[src/rtl/bcp_scheduler.sv]
// ---------------------------------------------------------------------------
// bcp_scheduler
//
// Boolean-constraint-propagation scheduler for the DPLL SAT solver. It keeps
// a FIFO of pending literal assignments (the decision seed followed by the
// implications returned by the clause units), hands each literal to a free
// clause-evaluation unit in round-robin order, and tells the solver control
// FSM when propagation has finished, cleanly or with a conflict.
//
// Ports
//   clock, reset            rising-edge clock, asynchronous active-high reset
//   start, seed_var/val     begin BCP with a decided literal (IDLE only)
//   imp_valid/var/val       implication offered by the units
//   imp_ready               implication accepted when imp_valid & imp_ready
//   conflict                some unit found a falsified clause
//   disp_valid/var/val      one-hot dispatch of the queue head to a unit
//   unit_done               per-unit completion pulse
//   busy                    scheduler is not in IDLE
//   bcp_done, bcp_conflict  one-cycle completion pulse and its outcome
// ---------------------------------------------------------------------------
module bcp_scheduler #(
   parameter int NUM_VARIABLE = 128,
   parameter int VAR_INDEX    = 7,
   parameter int NUM_UNITS    = 4,
   parameter int QUEUE_DEPTH  = 16
) (
   input  logic                 clock,
   input  logic                 reset,
   input  logic                 start,
   input  logic [VAR_INDEX-1:0] seed_var,
   input  logic                 seed_val,
   input  logic                 imp_valid,
   input  logic [VAR_INDEX-1:0] imp_var,
   input  logic                 imp_val,
   output logic                 imp_ready,
   input  logic                 conflict,
   output logic [NUM_UNITS-1:0] disp_valid,
   output logic [VAR_INDEX-1:0] disp_var,
   output logic                 disp_val,
   input  logic [NUM_UNITS-1:0] unit_done,
   output logic                 busy,
   output logic                 bcp_done,
   output logic                 bcp_conflict
);

   // Queue entries hold {variable, value}; the variable field is sized from
   // the variable count, which must match VAR_INDEX.
   localparam int VarW   = $clog2(NUM_VARIABLE);
   localparam int EntryW = VarW + 1;
   localparam int PtrW   = $clog2(QUEUE_DEPTH);
   localparam int RrW    = $clog2(NUM_UNITS);

   typedef enum logic [1:0] {IDLE, RUN, DRAIN, DONE} state_e;

   state_e               state_q, state_d;
   logic [EntryW-1:0]    queue_mem [QUEUE_DEPTH];
   logic [PtrW-1:0]      head_q, head_d, tail_q, tail_d;
   logic [PtrW:0]        count_q, count_d;
   logic [NUM_UNITS-1:0] unit_busy_q, unit_busy_d;
   logic [RrW-1:0]       rr_ptr_q, rr_ptr_d;
   logic                 conflict_q, conflict_d;

   logic                 write_en;
   logic [EntryW-1:0]    write_entry;
   logic                 push;
   logic                 pop;
   logic                 queue_empty;
   logic                 grant_found;
   logic [RrW-1:0]       grant_idx;
   logic [RrW-1:0]       scan_idx;
   logic [NUM_UNITS-1:0] grant;

   assign queue_empty = (count_q == '0);

   // Round-robin arbiter: first free unit scanning upward from rr_ptr_q.
   // Only registered state is used, so a unit whose done pulse arrives this
   // cycle still counts as busy.
   always_comb begin
      grant_found = 1'b0;
      grant_idx   = '0;
      scan_idx    = '0;
      grant       = '0;
      for (int i = 0; i < NUM_UNITS; i++) begin
         scan_idx = rr_ptr_q + RrW'(i);
         if (!grant_found && !unit_busy_q[scan_idx]) begin
            grant_found = 1'b1;
            grant_idx   = scan_idx;
         end
      end
      if (state_q == RUN && !queue_empty && grant_found) begin
         grant = NUM_UNITS'(1) << grant_idx;
      end
   end

   assign pop          = |grant;
   assign disp_valid   = grant;
   assign disp_var     = pop ? queue_mem[head_q][EntryW-1:1] : '0;
   assign disp_val     = pop ? queue_mem[head_q][0] : 1'b0;
   assign busy         = (state_q != IDLE);
   assign bcp_done     = (state_q == DONE);
   assign bcp_conflict = (state_q == DONE) && conflict_q;

   // DRAIN accepts and drops implications so upstream units never stall.
   always_comb begin
      imp_ready = 1'b0;
      if (state_q == RUN) begin
         imp_ready = (count_q < (PtrW+1)'(QUEUE_DEPTH));
      end else if (state_q == DRAIN) begin
         imp_ready = 1'b1;
      end
   end

   // Next-state logic for the FSM, queue pointers, unit tracking and the
   // conflict latch. A conflict flushes the queue immediately; the dispatch
   // made in that same cycle still marks its unit busy so DRAIN waits for it.
   always_comb begin
      state_d     = state_q;
      head_d      = head_q;
      tail_d      = tail_q;
      count_d     = count_q;
      unit_busy_d = unit_busy_q;
      rr_ptr_d    = rr_ptr_q;
      conflict_d  = conflict_q;
      write_en    = 1'b0;
      write_entry = {seed_var, seed_val};
      push        = 1'b0;
      case (state_q)
         IDLE: begin
            if (start) begin
               write_en = 1'b1;
               tail_d   = tail_q + 1'b1;
               count_d  = (PtrW+1)'(1);
               state_d  = RUN;
            end
         end
         RUN: begin
            push = imp_valid && imp_ready;
            if (push) begin
               write_en    = 1'b1;
               write_entry = {imp_var, imp_val};
               tail_d      = tail_q + 1'b1;
            end
            if (pop) begin
               head_d   = head_q + 1'b1;
               rr_ptr_d = grant_idx + 1'b1;
            end
            count_d     = count_q + {{PtrW{1'b0}}, push} - {{PtrW{1'b0}}, pop};
            unit_busy_d = (unit_busy_q & ~unit_done) | grant;
            if (conflict) begin
               conflict_d = 1'b1;
               head_d     = '0;
               tail_d     = '0;
               count_d    = '0;
               state_d    = (unit_busy_q == '0 && !pop) ? DONE : DRAIN;
            end else if (queue_empty && unit_busy_q == '0 && !imp_valid) begin
               state_d = DONE;
            end
         end
         DRAIN: begin
            unit_busy_d = unit_busy_q & ~unit_done;
            if (unit_busy_q == '0) begin
               state_d = DONE;
            end
         end
         DONE: begin
            state_d    = IDLE;
            conflict_d = 1'b0;
            head_d     = '0;
            tail_d     = '0;
            count_d    = '0;
            rr_ptr_d   = '0;
         end
         default: state_d = IDLE;
      endcase
   end

   // Control state register; reset abandons any in-flight work silently.
   always_ff @(posedge clock or posedge reset) begin
      if (reset) begin
         state_q     <= IDLE;
         head_q      <= '0;
         tail_q      <= '0;
         count_q     <= '0;
         unit_busy_q <= '0;
         rr_ptr_q    <= '0;
         conflict_q  <= 1'b0;
      end else begin
         state_q     <= state_d;
         head_q      <= head_d;
         tail_q      <= tail_d;
         count_q     <= count_d;
         unit_busy_q <= unit_busy_d;
         rr_ptr_q    <= rr_ptr_d;
         conflict_q  <= conflict_d;
      end
   end

   // Queue storage needs no reset: entries are only read while count_q
   // says they are valid, and the dispatch outputs are gated by pop.
   always_ff @(posedge clock) begin
      if (write_en) begin
         queue_mem[tail_q] <= write_entry;
      end
   end

endmodule
[config.mk]
export PLATFORM = sky130hd
export DESIGN_NAME = bcp_scheduler
export DESIGN_NICKNAME = d
export VERILOG_FILES = /design/src/rtl/bcp_scheduler.sv
export SDC_FILE = /design/constraint.sdc
export NUM_CORES = 1
export LEC_CHECK = 0
export ABC_CLOCK_PERIOD_IN_PS = 3500
export BUFFER_PORTS_ARGS = -buffer_cell sky130_fd_sc_hd__clkbuf_2
export CAP_MARGIN = 20
export CORE_UTILIZATION = 40
export DETAILED_ROUTE_END_ITERATION = 6
export GPL_TIMING_DRIVEN = 0
export HOLD_SLACK_MARGIN = 0.02
export SETUP_SLACK_MARGIN = 0.1
export SLEW_MARGIN = 30
export SYNTH_ARGS = -nofsm -noshare
export SYNTH_HDL_FRONTEND = slang
export SYNTH_SLANG_ARGS = --single-unit
[constraint.sdc]
create_clock -name clock -period 3.5 [get_ports clock]
set_input_delay 0.35 -clock clock [delete_from_list [all_inputs] [get_ports clock]]
set_output_delay 0.35 -clock clock [all_outputs]
set_load 0.1 [all_outputs]
# Word level (Yosys, flattened, before mapping)

Memory sizes are Yosys's and may differ from the RTL's.
Cells that the tools add are included.

Bitwise gates (word level): 3
Mux-type cells: 49
Eq/ne operators: 10
Shifts and indexed selects: 1
$mul: 0
Divide/modulo/power cells: 0
Reductions and logical operators: 32
Order comparisons: 5
$add $sub $neg: 8

Operators by type and width:

| cell                                                                 | number |
|---|---|
| 4-bit 2-to-1 mux                                                     | 6 |
| 2-bit 2-to-1 mux                                                     | 9 |
| 1-bit 2-to-1 mux                                                     | 17 |
| 8-bit 2-to-1 mux                                                     | 2 |
| 4-bit one-hot mux with 2 select lines                                | 2 |
| 5-bit one-hot mux with 3 select lines                                | 1 |
| 2-bit by 3-bit < comparator with 1-bit output, second input constant | 4 |
| 4-bit one-hot mux with 3 select lines                                | 1 |
| 1-bit logical AND                                                    | 10 |
| 5-bit 2-to-1 mux                                                     | 2 |
| 4-bit by 1-bit adder with 4-bit output, second input constant        | 2 |
| 1-bit binary-select mux with 2-bit select                            | 4 |
| 1-bit logical NOT                                                    | 8 |
| 2-bit one-hot mux with 4 select lines                                | 1 |
| 2-bit AND reduction                                                  | 4 |
| 7-bit 2-to-1 mux                                                     | 1 |
| 2-bit != test, second input constant                                 | 3 |
| 3-bit by 2-bit != test with 1-bit output, second input constant      | 2 |
| 3-bit AND reduction                                                  | 2 |
| 2-bit nonzero test                                                   | 3 |
| 5-bit by 1-bit adder with 5-bit output                               | 1 |
| 5-bit logical NOT                                                    | 1 |
| 5-bit < comparator, second input constant                            | 1 |
| 5-bit by 1-bit subtractor with 5-bit output                          | 1 |
| 16 further kinds                                                     | 20 |

Bits in registers: 22
Latch bits: 0
ROM bits: 0
Output and inout port bits: 16
Word-level logic and storage cells: 116
Memories: 1
RAM bits: 128
Input port bits: 25

Memories:

| memory    | words | bits a word | rd ports | clocked after Yosys merged registers in | write ports | line | text |
|---|---|---|---|---|---|---|---|
| queue_mem | 16    | 8           | 1        | 0                                       | 1           | 56   | `logic [EntryW-1:0] queue_mem [QUEUE_DEPTH];` |

# Logic depth before layout (Yosys ltp)

Gate-level depths: netlist (run 1).

Depth after elaboration: 20
Gate-level depth with buffers: 14
Mapped depth without buffers: 14

# Least setup slack after synthesis (run 1)

Ideal clock, no wire load.

Path type: flip-flop to output port
From: register count_q[2]
To: output port disp_valid[2]
Slack: -0.944 ns
Stages on the path, launching flop included: 7
Data arrival time: 4.094 ns
Required time: 3.150 ns
Path buffers: 1
Path through: dfrtp_1 inv_1 ha_1 nor4b_1 nand3b_1 buf_2 nor4_1

Word-level cells in the longest chain between the ends: 5

Ends and longest elaborated chain:

| what                            | line | text |
|---|---|---|
| from (decl)                     | 58   | `logic [PtrW:0] count_q, count_d;` |
| from (signal assigned)          | 191  | `count_q <= count_d;` |
| 5-bit logical NOT               | 73   | `assign queue_empty = (count_q == '0);` |
| 1-bit logical NOT               | 90   | `if (state_q == RUN && !queue_empty && grant_found) begin` |
| 1-bit logical AND (2 in series) | 90   |  |
| 4-bit 2-to-1 mux                | 90   |  |
| to (decl)                       | 37   | `output logic [NUM_UNITS-1:0] disp_valid,` |

Every way passes these cells.

# Final worst setup path (run 1)

From: register head_q[1]
To: output port disp_var[6]

Word-level cells in the longest chain between the ends: 2

Ends and longest elaborated chain:

| what                   | line | text |
|---|---|---|
| from (decl)            | 57   | `logic [PtrW-1:0] head_q, head_d, tail_q, tail_d;` |
| from (signal assigned) | 181  | `head_q <= '0;` |
| from (signal assigned) | 189  | `head_q <= head_d;` |
| memory read 16 x 8 bit | -    |  |
| 7-bit 2-to-1 mux       | 97   | `assign disp_var = pop ? queue_mem[head_q][EntryW-1:1] : '0;` |
| to (decl)              | 38   | `output logic [VAR_INDEX-1:0] disp_var,` |

Every way passes these cells.

==> results of run 1 <==
[worst max-delay path: stages (launching register included)]
cell and delay (ns):
dfrtp_1 0.34, buf_2 0.24, clkbuf_1 0.53, mux4_2 0.44, a22oi_1 0.31, a21oi_1 0.12
clkbuf_2 0.39
[synth_stat cells, drive strengths merged (2+ instances only)]
cell	n	share of area
edfxtp	128	0.59
mux4	32	0.11
nand2	32	0.018
nor2	24	0.014
dfrtp	22	0.084
inv	19	0.011
a21oi	18	0.014
a22oi	18	0.023
o21ai	17	0.013
ha	15	0.029
buf	13	0.010
mux2	9	0.015
nand3	7	0.0054
nor3	7	0.0054
clkbuf	6	0.0034
nand2b	6	0.0057
nor2b	4	0.0038
o31ai	4	0.0054
xnor2	4	0.0054
and2	3	0.0029
nor4	3	0.0029
a21o	2	0.0023
a22o	2	0.0027
a32o	2	0.0031
nor4b	2	0.0027
[layer usage]
layer  GRT usage  wire length [um]  vias up
met5           0                 0        -
met4     0.05540               153        0
met3     0.03690               685       13
met2      0.2718              6493      116
met1      0.2612              6466     1877
li1            -                 -     1735
[cells by family after synthesis]
kind of cell / Yosys count
buf+inv: 38
mux: 42
fa+ha+maj: 16
flops: 150
simple gates: 93
xor+xnor: 4
compound gates: 72
[layout make-up]
type	instances	area, um^2	area share
timing repair buffer	41	207.7	0.02729
buffer	19	88.84	0.01167
sequential	150	4394	0.5773
inverter	19	71.32	0.009370
multi-input combinational	227	2038	0.2678
tap	216	270.3	0.03551
clock inverter	14	115.1	0.01512
clock buffer	17	425.4	0.05589
[per-stage QoR]
step	TNS (ns)	setup WS (ns)	util	area (um^2)
finish	0	0.3564	0.4774	7611
detailed placement	-0.08494	-0.08494	0.4421	7048
CTS	0	0.1947	0.4765	7596
global route	0	0.1469	0.4774	7611
floorplan	0	0.2420	-	6558
global placement	-0.03573	-0.03573	0.4408	7028
[power breakdown]
part,switching (mW),total (mW),internal (mW)
sequential,0.101,2.29,2.19
combinational,1.53,2.19,0.661
clock,0.769,1.69,0.922
total,2.40,6.17,3.77
[registers in the layout, summed over array words and instances, names as in the netlist]
signal,flops
queue_mem,128
count_q,5
head_q,4
tail_q,4
unit_busy_q,4
rr_ptr_q,2
state_q,2
conflict_q,1
[repair_timing]
item	in CTS	in global routing
hold endpoints to repair	0	0
hold buffers	0	0
resized for setup	0	2
endpoints found under the setup margin	1	1
buffers inserted	1	0
[path summary, 6_finish.rpt]
path / slack [ns] / cells after the start / end
max: 0.36 / 6 / disp_var[6]
min in group clock: 0.20 / 4 / unit_busy_q[1]$_DFFE_PP0P_
max in group asynchronous: 3.14 / 2 / unit_busy_q[3]$_DFFE_PP0P_
max reg2reg: 0.45 / 14 / count_q[4]$_DFFE_PP0P_
min reg2reg: 0.48 / 2 / count_q[3]$_DFFE_PP0P_
min: -0.04 / 2 / count_q[2]$_DFFE_PP0P_
==> flow_metrics.tcl, run 1 <==
set metrics [dict create \
    synth.area.mux_share 0.1271 \
    synth_top_family_by_area "multiplexers" \
    p_per_area_nw_per_um2 810.4 \
    grt_max_degree 23 \
    rsz0062_at_grt "false" \
    ys.flop_type "edfxtp_1" \
    instances_no_fill 703 \
    cts_max_level 4 \
    cp_max_fo 10 \
    leakage_nw 2.652 \
    min_period_ns 3.144 \
    routedWlPerCell_um 19.63 \
    initial_core_util 0.4106 \
    place_inst 671 \
    cts_sinks 150 \
    r2r_start "state_q[1]$_DFFE_PP0P_" \
    whs_ns -0.03759 \
    core-area_um2 15940 \
    synth_xor_area_frac 0.005352 \
    status "finished, violations left" \
    worstPathRequired_ns 3.15 \
    final_cell_mix "edfxtp_1, clkbuf_2, nand2_1, mux4_2, nor2_1" \
    critPathLaunch "head_q[1]$_DFFE_PP0P_" \
    cts_buffers 17 \
    n_fill_cell 1363 \
    clk_latency_ns 0.42 \
    synth_edf_count 128 \
    layout.nets 516 \
    violations "negative hold slack" \
    mostFrequentLayoutCell "edfxtp_1" \
    area_delta_synth_final_pct 16.27 \
    grt.overflow.total 0 \
    hold_violations 22 \
    ys_ff_latch 150 \
    syn-num-nets 456 \
    end_kind "primary output" \
    synth_cell_type_count 48 \
    ys_seq_area_frac 0.6713 \
    grt.total_usage 0.1794 \
    clk_path_buf_depth 2 \
    synth_area_um2 6546 \
    drt.antenna.violating_nets 0 \
    portBuffers 40 \
    die_area_um2 16880 \
    synthCells 415 \
    first_global_vias 3770 \
    async_reset_ff_frac 0.1467 \
    finalSetupViolations 0 \
    ir_drop_mv 0.3552 \
    synth_compound_area_frac 0.07359 \
    drtIter0Drc 373 \
    tritoncts "yes" \
    n_antenna_cell 0 \
    syn_area_per_cell_um2 15.77 \
    gp_congestion 0.7715 \
    firstDrtPassIters 5 \
    drv_slew 0 \
    max-cap-violations 0 \
    fmax_ghz 0.3181 \
    yosys_warnings 0 \
    grt_pass1_wl_mm 21.53 \
    die_w_um 129.9 \
    slew_headroom 0.4278 \
    synthSimpleGateAreaFrac 0.06651 \
    dp_hpwl_mm 9.270 \
    via_count 3741 \
    setup.worst_path.class "reg -> out" \
    drt-vias-per-instance 5.321 \
    cp.arrival_ns 2.79 \
    tightestPinTransition_ns 0.8551 \
    finalPower_mw 6.168 \
    start_kind "flip-flop" \
    fin_skew_ns 0.006402 \
    period_share 0.8982 \
    grt_antenna_before_repair 0 \
    drive_above_1_share 0.2710 \
    finalWirelength_mm 13.80 \
    die_y_um 129.9 \
    rows 46 \
    pin_count 41 \
    synth-adder-area-share 0.03173 \
    path_clk_slew_ns 0.06 \
    worstHoldPathType "in -> async" \
    cts-root-buf "clkbuf_16" \
    drc 0 \
]
Power figures use the tool's default switching activity.
==> inputs of run 2 (changes only) <==
--- a/config.mk
+++ b/config.mk
@@ -12,6 +12,7 @@
 export DETAILED_ROUTE_END_ITERATION = 6
 export GPL_TIMING_DRIVEN = 0
 export HOLD_SLACK_MARGIN = 0.02
+export REMOVE_ABC_BUFFERS = 1
 export SETUP_SLACK_MARGIN = 0.1
 export SLEW_MARGIN = 30
 export SYNTH_ARGS = -nofsm -noshare
==> flow_metrics.tcl, run 2 (synthesized netlist as in run 1, its figures left out) <==
set metrics [dict create \
    status "finished clean" \
    max-cap-violations 0 \
    setup.worst_path.class "reg -> reg" \
    cts_max_level 4 \
    instances_no_fill 692 \
    firstDrtPassIters 5 \
    die_area_um2 16880 \
    grt_max_degree 28 \
    top_register "queue_mem" \
    gp_congestion 0.7626 \
    p_switching_mw 2.365 \
    design_area_um2 7629 \
    switching_share 0.3816 \
    min_period_ns 3.175 \
    place_inst 658 \
    grt_pass1_wl_mm 21.11 \
    path_clk_slew_ns 0.06 \
    hold_violations 0 \
    cts_buffers 17 \
    whs_ns 0.2034 \
    drc 0 \
    start_kind "flip-flop" \
    finalSetupViolations 0 \
    clk_path_buf_depth 2 \
    ir_drop_mv 0.6236 \
    dp_hpwl_mm 8.965 \
    fin_skew_ns 0.006891 \
    cp_max_fo 10 \
    clk_latency_ns 0.43 \
    largest_reg_flops 128 \
    rsz0062_at_grt "false" \
    drt.antenna.violating_nets 0 \
    grt.overflow.total 0 \
    n_fill_cell 1380 \
    routedWlPerCell_um 19.87 \
    slew_headroom 0.3931 \
    cts_sinks 150 \
    end_kind "flip-flop" \
    fmax_ghz 0.3150 \
    setup_slack_ns 0.3251 \
    final_cell_mix "edfxtp_1, clkbuf_2, nand2_1, mux4_2, nor2_1" \
    initial_core_util 0.4106 \
    dpl-instance-area_um2 7030 \
    first_global_vias 3779 \
    cp.arrival_ns 3.52 \
    finalPower_mw 6.199 \
    leakage_nw 2.641 \
    core-area_um2 15940 \
    worstHoldPathType "in -> reg" \
    power_frac_clock 0.284 \
    pre_cts_ws_ns -0.4752 \
    grt_antenna_before_repair 0 \
    drt-vias-per-instance 5.408 \
    period_share 0.9071 \
    layout.nets 504 \
    drive_above_1_share 0.2752 \
    cts-root-buf "clkbuf_16" \
    area_delta_synth_final_pct 16.53 \
    via_count 3742 \
    grt.total_usage 0.1768 \
    die_y_um 129.9 \
    intPower_mw 3.834 \
    tightestPinTransition_ns 0.9070 \
    mostFrequentLayoutCell "edfxtp_1" \
    pin_count 41 \
    tritoncts "yes" \
    top_regs "queue_mem (128), count_q (5)" \
    rows 46 \
    power_frac_seq 0.379 \
    n_antenna_cell 0 \
    drv_slew 0 \
    portBuffers 40 \
    p_comb_frac 0.337 \
    finalWirelength_mm 13.75 \
    drtIter0Drc 271 \
    die_w_um 129.9 \
    p_per_area_nw_per_um2 812.6 \
    worstPathRequired_ns 3.85 \
]
run 2: power by group through the flow:
stage	Clock [mW]	Sequential [mW]	Combinational, mW
finish	1.76	2.35	2.09
global route	1.86	2.37	2.27
CTS	1.79	2.35	2.10
detailed placement	0	2.38	2.08
global placement	0	2.42	1.93
floorplan	0	2.37	1.56
run 2: repair_timing:
| item | 4_1_cts | 5_1_grt |
|---|---|---|
| hold buffers | 0 | 1 |
| endpoints found under the hold margin | 0 | 21 |
| resized for setup | 0 | 1 |
| endpoints found under the setup margin | 7 | 1 |
| setup buffers | 1 | 0 |
run 2: through the flow:
| step | utilization | TNS [ns] |
|---|---|---|
| floorplan | - | -3.829 |
| global placement | 0.4345 | -5.513 |
| detailed placement | 0.4410 | -0.4752 |
| CTS | 0.4773 | 0 |
| global route | 0.4785 | 0 |
| finish | 0.4785 | 0 |
run 2: layout make-up:
type,count,area (um^2),share of cell area
timing repair buffer,48,295.3,0.03871
inverter,19,71.32,0.009349
clock buffer,18,429.2,0.05626
clock inverter,14,142.6,0.01870
tap,216,270.3,0.03543
sequential,150,4399,0.5767
multi-input combinational,227,2021,0.2649
run 2: final timing paths:
path                                              from                         end  slack (ns)  cells past startpoint
worst max-delay path            state_q[1]$_DFFE_PP0P_      count_q[4]$_DFFE_PP0P_        0.33                     13
worst min-delay path                      unit_done[1]  unit_busy_q[1]$_DFFE_PP0P_        0.20                      4
worst max register to register  state_q[1]$_DFFE_PP0P_      count_q[4]$_DFFE_PP0P_        0.33                     13
worst min register to register  count_q[3]$_DFFE_PP0P_      count_q[3]$_DFFE_PP0P_        0.49                      2
max in group asynchronous                        reset       head_q[0]$_DFFE_PP0P_        2.54                      3
min in group asynchronous                        reset      count_q[1]$_DFFE_PP0P_        0.52                      3
run 2: metal layers:
layer | share of wire | up-vias | global-route usage
li1 | - | 1716 | -
met1 | 0.44 | 1906 | 0.2223
met2 | 0.50 | 97 | 0.2932
met3 | 0.043 | 23 | 0.04797
met4 | 0.018 | 0 | 0.06703
met5 | 0 | - | 0
run 2: critical path, stage by stage (launching register included):
cell and delay [ns]:
dfrtp_1 0.42, inv_1 0.09, ha_1 0.35, nor2b_1 0.22, o21ai_0 0.18, ha_1 0.31
inv_1 0.04, ha_1 0.20, fa_1 0.41, a21oi_1 0.17, o21bai_1 0.09, xnor2_1 0.14
or4_1 0.39, o21ai_0 0.08
